**config.mk**
```make
export PLATFORM = sky130hd
export DESIGN_NAME = ring_link_arbiter
export DESIGN_NICKNAME = d
export VERILOG_FILES = /design/src/rtl/ring_pkg.sv /design/src/rtl/ring_stat_counter.sv /design/src/rtl/ring_link_arbiter.sv
export SDC_FILE = /design/constraint.sdc
export NUM_CORES = 1
export LEC_CHECK = 0
export ABC_AREA = 1
export CORE_MARGIN = 4
export CORE_UTILIZATION = 45
export DETAILED_ROUTE_END_ITERATION = 6
export HOLD_SLACK_MARGIN = 0.03
export PLACE_DENSITY_LB_ADDON = 0.12
export SLEW_MARGIN = 15
export SYNTH_ARGS = -nofsm -noshare
export SYNTH_HDL_FRONTEND = slang
export SYNTH_SLANG_ARGS = --single-unit
```
**constraint.sdc**
```tcl
create_clock -name clk -period 4.4 [get_ports clk]
set_clock_uncertainty 0.15 [all_clocks]
set_input_delay 1.1 -clock clk [delete_from_list [all_inputs] [get_ports clk]]
set_output_delay 1.1 -clock clk [all_outputs]
set_load 0.01 [all_outputs]
```
**src/rtl/ring_pkg.sv**
```systemverilog
// rtl/ring_pkg.sv - shared ring router packet layout and link constants
package ring_pkg;

    localparam int PACKET_SIZE = 49;

    localparam int VALID_BIT = 48;
    localparam int TS_MSB    = 47;
    localparam int TS_LSB    = 32;
    localparam int SRC_MSB   = 31;
    localparam int SRC_LSB   = 16;
    localparam int DST_MSB   = 15;
    localparam int DST_LSB   = 0;

    // Downstream on/off flow control: 1 means the link is switched off
    localparam logic BP_OFF = 1'b1;

endpackage

```
**src/rtl/ring_stat_counter.sv**
```systemverilog
// rtl/ring_stat_counter.sv - wrapping statistics counter with increment strobe
module ring_stat_counter #(
    parameter int CNT_WIDTH = 64
) (
    input  logic                 clk,
    input  logic                 rst_n,
    input  logic                 inc,
    output logic [CNT_WIDTH-1:0] count
);

    // Count increment strobes; wraps naturally modulo 2^CNT_WIDTH
    always_ff @(posedge clk or negedge rst_n) begin
        if (!rst_n) begin
            count <= '0;
        end else if (inc) begin
            count <= count + 1'b1;
        end
    end

endmodule

```
**src/rtl/ring_link_arbiter.sv**
```systemverilog
// rtl/ring_link_arbiter.sv - through/injection arbiter driving one ring output link
module ring_link_arbiter #(
    parameter int PACKET_SIZE    = ring_pkg::PACKET_SIZE,
    parameter int MAX_THRU_BURST = 4,
    parameter int CNT_WIDTH      = 64
) (
    input  logic                   clk,
    input  logic                   rst_n,
    input  logic                   thru_valid,
    input  logic [PACKET_SIZE-1:0] thru_pkt,
    output logic                   thru_ready,
    input  logic                   inj_valid,
    input  logic [PACKET_SIZE-1:0] inj_pkt,
    output logic                   inj_ready,
    input  logic                   backpressure_rd,
    output logic [PACKET_SIZE-1:0] link_out,
    output logic [CNT_WIDTH-1:0]   total_packet_sent,
    output logic [CNT_WIDTH-1:0]   total_forwarded
);
    import ring_pkg::*;

    localparam logic [3:0] BURST_LIMIT = 4'(MAX_THRU_BURST);

    logic [3:0] burst_cnt;
    logic       link_on;
    logic       thru_win;
    logic       thru_xfer;
    logic       inj_xfer;

    // Grant: through has priority until it has used its burst allowance
    // while injection waits; readies are forced low in reset or when off
    always_comb begin
        link_on    = rst_n && (backpressure_rd != BP_OFF);
        thru_win   = thru_valid && (!inj_valid || (burst_cnt != BURST_LIMIT));
        thru_xfer  = link_on && thru_win;
        inj_xfer   = link_on && inj_valid && !thru_win;
        thru_ready = thru_xfer;
        inj_ready  = inj_xfer;
    end

    // Track consecutive through grants taken while injection is waiting
    always_ff @(posedge clk or negedge rst_n) begin
        if (!rst_n) begin
            burst_cnt <= '0;
        end else if (!inj_valid || inj_xfer) begin
            burst_cnt <= '0;
        end else if (thru_xfer) begin
            burst_cnt <= burst_cnt + 1'b1;
        end
    end

    // Register the granted packet with VALID forced on, idle word otherwise
    always_ff @(posedge clk or negedge rst_n) begin
        if (!rst_n) begin
            link_out <= '0;
        end else if (thru_xfer) begin
            link_out <= {1'b1, thru_pkt[PACKET_SIZE-2:0]};
        end else if (inj_xfer) begin
            link_out <= {1'b1, inj_pkt[PACKET_SIZE-2:0]};
        end else begin
            link_out <= '0;
        end
    end

    ring_stat_counter #(.CNT_WIDTH(CNT_WIDTH)) u_sent_cnt (
        .clk   (clk),
        .rst_n (rst_n),
        .inc   (inj_xfer),
        .count (total_packet_sent)
    );

    ring_stat_counter #(.CNT_WIDTH(CNT_WIDTH)) u_fwd_cnt (
        .clk   (clk),
        .rst_n (rst_n),
        .inc   (thru_xfer),
        .count (total_forwarded)
    );

endmodule

```
==> qor.tcl <==
set qor(cts.hold.buffers_added) 0
set qor(grt_use_total) 0.2434
set qor(critical_path.max_fanout) 4
set qor(cellPowerDensity_nw_per_um2) 291.1
set qor(number_of_antenna_diodes) 0
set qor(min_delay_worst_endpoint) {u_sent_cnt.count[63]$_DFFE_PN0N_}
set qor(async_reset_ff_frac) 1.000
set qor(final_antenna_net_count) 0
set qor(timing.critical_path.arrival_ps) 2540
set qor(vdd_drop_max_uv) 240.8
set qor(maxSlewHeadroom) 0.3447
set qor(power_leakage_nw) 5.705
set qor(peak_freq_mhz) 264.0
set qor(whs_path_depth) 2
set qor(cts-htree-levels) 4
set qor(timing.setup.critical_path_class) {in2out}
set qor(finalHoldViolations) 0
set qor(syn-num-nets) 1259
set qor(worst_setup_path_start_kind) {input pin}
set qor(ys_ff_latch) 181
set qor(netlist_cell_types) 33
set qor(dpl.hpwl_um) 21850
set qor(hold_path.startpoint) {u_sent_cnt.count[63]$_DFFE_PN0N_}
set qor(cts_tree) {built}
set qor(worst_r2r_endpoint) {u_fwd_cnt.count[44]$_DFFE_PN0P_}
set qor(placer_s_final_routability_congestion_estimate) 0.9586
set qor(grt_antenna_before_repair) 0
set qor(floorplan.rows) 52
set qor(synthCells) 1152
set qor(numPlacedInstances) 1690
set qor(synth_top_area_cell) {sky130_fd_sc_hd__dfrtp_1}
set qor(firstDrtPassIters) 5
set qor(grt_overflow_total) 0
set qor(via_count_of_the_first_global_routing_pass) 8688
set qor(worst-slew-pin-transition_ps) 983.0
set qor(syn2layout_area_growth_pct) 39.15
set qor(worstSetupEndpointType) {primary output}
set qor(via_per_inst) 5.078
set qor(core_region_area_um2) 20360
set qor(cts_resized) 0
set qor(yosys_warnings) 0
set qor(die_height_um) 152.5
set qor(tritoncts.num_buffers) 17
set qor(clk_transition_reported_paths_ps) 70
set qor(mostFrequentLayoutCells) {sky130_fd_sc_hd__nand2_1, sky130_fd_sc_hd__clkdlybuf4s50_1, sky130_fd_sc_hd__dfrtp_1}
set qor(synth-edff-count) 0
set qor(report.final.slew_viol_count) 0
set qor(clk_path_buf_depth) 2
set qor(routed_wirelength_um) 28250
set qor(layout.cells.most_common) {sky130_fd_sc_hd__nand2_1}
set qor(wl_per_cell_um) 16.40
set qor(maxCapViolCount) 0
set qor(pin_count_of_the_biggest_net_entering_global_routing) 77
set qor(dieWidth_um) 152.5
set qor(grt_pass1_wl_um) 45870
set qor(r2r_start) {burst_cnt[0]$_DFFE_PN0P_}
set qor(final.setup.tns_ps) 0
set qor(rr_worst_depth) 12
set qor(io_buffer_count) 279
set qor(clk_root_buf) {sky130_fd_sc_hd__clkbuf_16}
set qor(setup_ws_ps) 612.4
set qor(finalCriticalPeriod_ps) 3788
set qor(final_layout_size_suffix_gt1_frac) 0.06198
set qor(drc_errors) 0
set qor(design_power_total_mw) 3.806
set qor(nets) 1546
set qor(setup-violations-final) 0
set qor(postSynthAreaPerCell_um2) 8.157
set qor(crit_required_ps) 3150
set qor(outcome) {complete, no violations}
set qor(cts_post_setup_buffers_inserted) 0
set qor(rsz0062_at_grt) {false}
set qor(yosysSeqAreaShare) 0.4820
set qor(synthDominantCellAreaShare) 0.4820
set qor(iteration_0_drc_markers) 528
set qor(post-route-period-util) 0.8608
set qor(floorplan.io_pins) 282
set qor(syn-cell-area_um2) 9397
set qor(holdCritPathClass) {reg2reg}
set qor(fin_cells) 1722
set qor(dpl_worst_slack_ps) 608.1
set qor(dieArea_um2) 23260
set qor(floorplan.initialDensity) 0.4614
set qor(r2r_slack_ps) 1790
set qor(clkLatencyLatePin_ps) 430
set qor(vias) 8745
set qor(final_core_utilization) 0.6421
set qor(clk_sink_count) 181
set qor(postSynth.topFlopCell) {sky130_fd_sc_hd__dfrtp_1}
set qor(synth_area_leaders) {sky130_fd_sc_hd__dfrtp_1, sky130_fd_sc_hd__nand2_1, sky130_fd_sc_hd__nor2_1}
## sequential cells by signal (all words and copies together), names as in the netlist
signal and count:
u_sent_cnt.count 64, u_fwd_cnt.count 64, burst_cnt 4, link_out 49
## routing by layer
| layer | GRT usage | vias up | part of all wire |
|---|---|---|---|
| li1 | - | 4241 | - |
| met1 | 0.3205 | 4122 | 0.42 |
| met2 | 0.4088 | 325 | 0.48 |
| met3 | 0.04147 | 57 | 0.063 |
| met4 | 0.08528 | 0 | 0.030 |
| met5 | 0 | - | 0 |
## worst max path at each step
stage,from,end,slack (ps),cells after the start
3_5_place_dp,inj_valid,inj_ready,610,6
2_1_floorplan,backpressure_rd,inj_ready,1230,7
4_1_cts,inj_valid,inj_ready,600,6
6_report,inj_valid,inj_ready,610,6
5_1_grt,inj_valid,inj_ready,540,6
3_3_place_gp,inj_valid,inj_ready,610,6
## cell type report
type                    count  area, um2
flip-flops and latches    181       4529
clock buffers              17      425.4
fillers                  1807       7289
clock inverters            15      168.9
well taps                 270      337.8
inverters                 102      382.9
repair buffers            285       2839
multi-input cells         852       4392
## through the flow
step,hold WS [ps],cell area (um2)
floorplan,364.4,9397
global placement,322.3,12480
CTS,354.4,13080
detailed placement,335.5,12480
global route,362.3,13080
finish,347.3,13080
## cells by family after synthesis
family / synth area share
and+or+nand+nor: 0.3302
DFF: 0.4820
buffers and inverters: 0.05060
xor gates and xnor gates: 0.08109
AOI/OAI and AO/OA: 0.05073
adders and majority gates: 0.005326
## cell usage after synthesis, types with 3 or more instances
cell	count
sky130_fd_sc_hd__inv_1	98
sky130_fd_sc_hd__ha_1	4
sky130_fd_sc_hd__xor2_1	51
sky130_fd_sc_hd__nand2_2	6
sky130_fd_sc_hd__nand3b_1	13
sky130_fd_sc_hd__nor2_4	10
sky130_fd_sc_hd__dfrtp_1	181
sky130_fd_sc_hd__nand2_1	356
sky130_fd_sc_hd__nor4_1	3
sky130_fd_sc_hd__o21ai_0	5
sky130_fd_sc_hd__buf_2	14
sky130_fd_sc_hd__nand3_1	64
sky130_fd_sc_hd__xnor2_1	36
sky130_fd_sc_hd__nor3_1	20
sky130_fd_sc_hd__inv_2	4
sky130_fd_sc_hd__nand3_2	3
sky130_fd_sc_hd__nand4_1	26
sky130_fd_sc_hd__a22o_1	48
sky130_fd_sc_hd__nor2_1	173
sky130_fd_sc_hd__nor2_2	21
## critical path, cell delays in order
cell	delay (ps)
sky130_fd_sc_hd__clkdlybuf4s50_1	510
sky130_fd_sc_hd__inv_2	80
sky130_fd_sc_hd__nor2_4	100
sky130_fd_sc_hd__nand2_4	80
sky130_fd_sc_hd__a21oi_4	120
sky130_fd_sc_hd__clkdlybuf4s50_1	550
## where the power goes
group	leakage (nW)	internal, mW	switching (mW)	total (mW)
combinational	2.98	0.247	0.196	0.443
clock	0.289	0.855	0.704	1.56
sequential	2.44	1.73	0.0738	1.80
(Power assumes the default switching activity.)
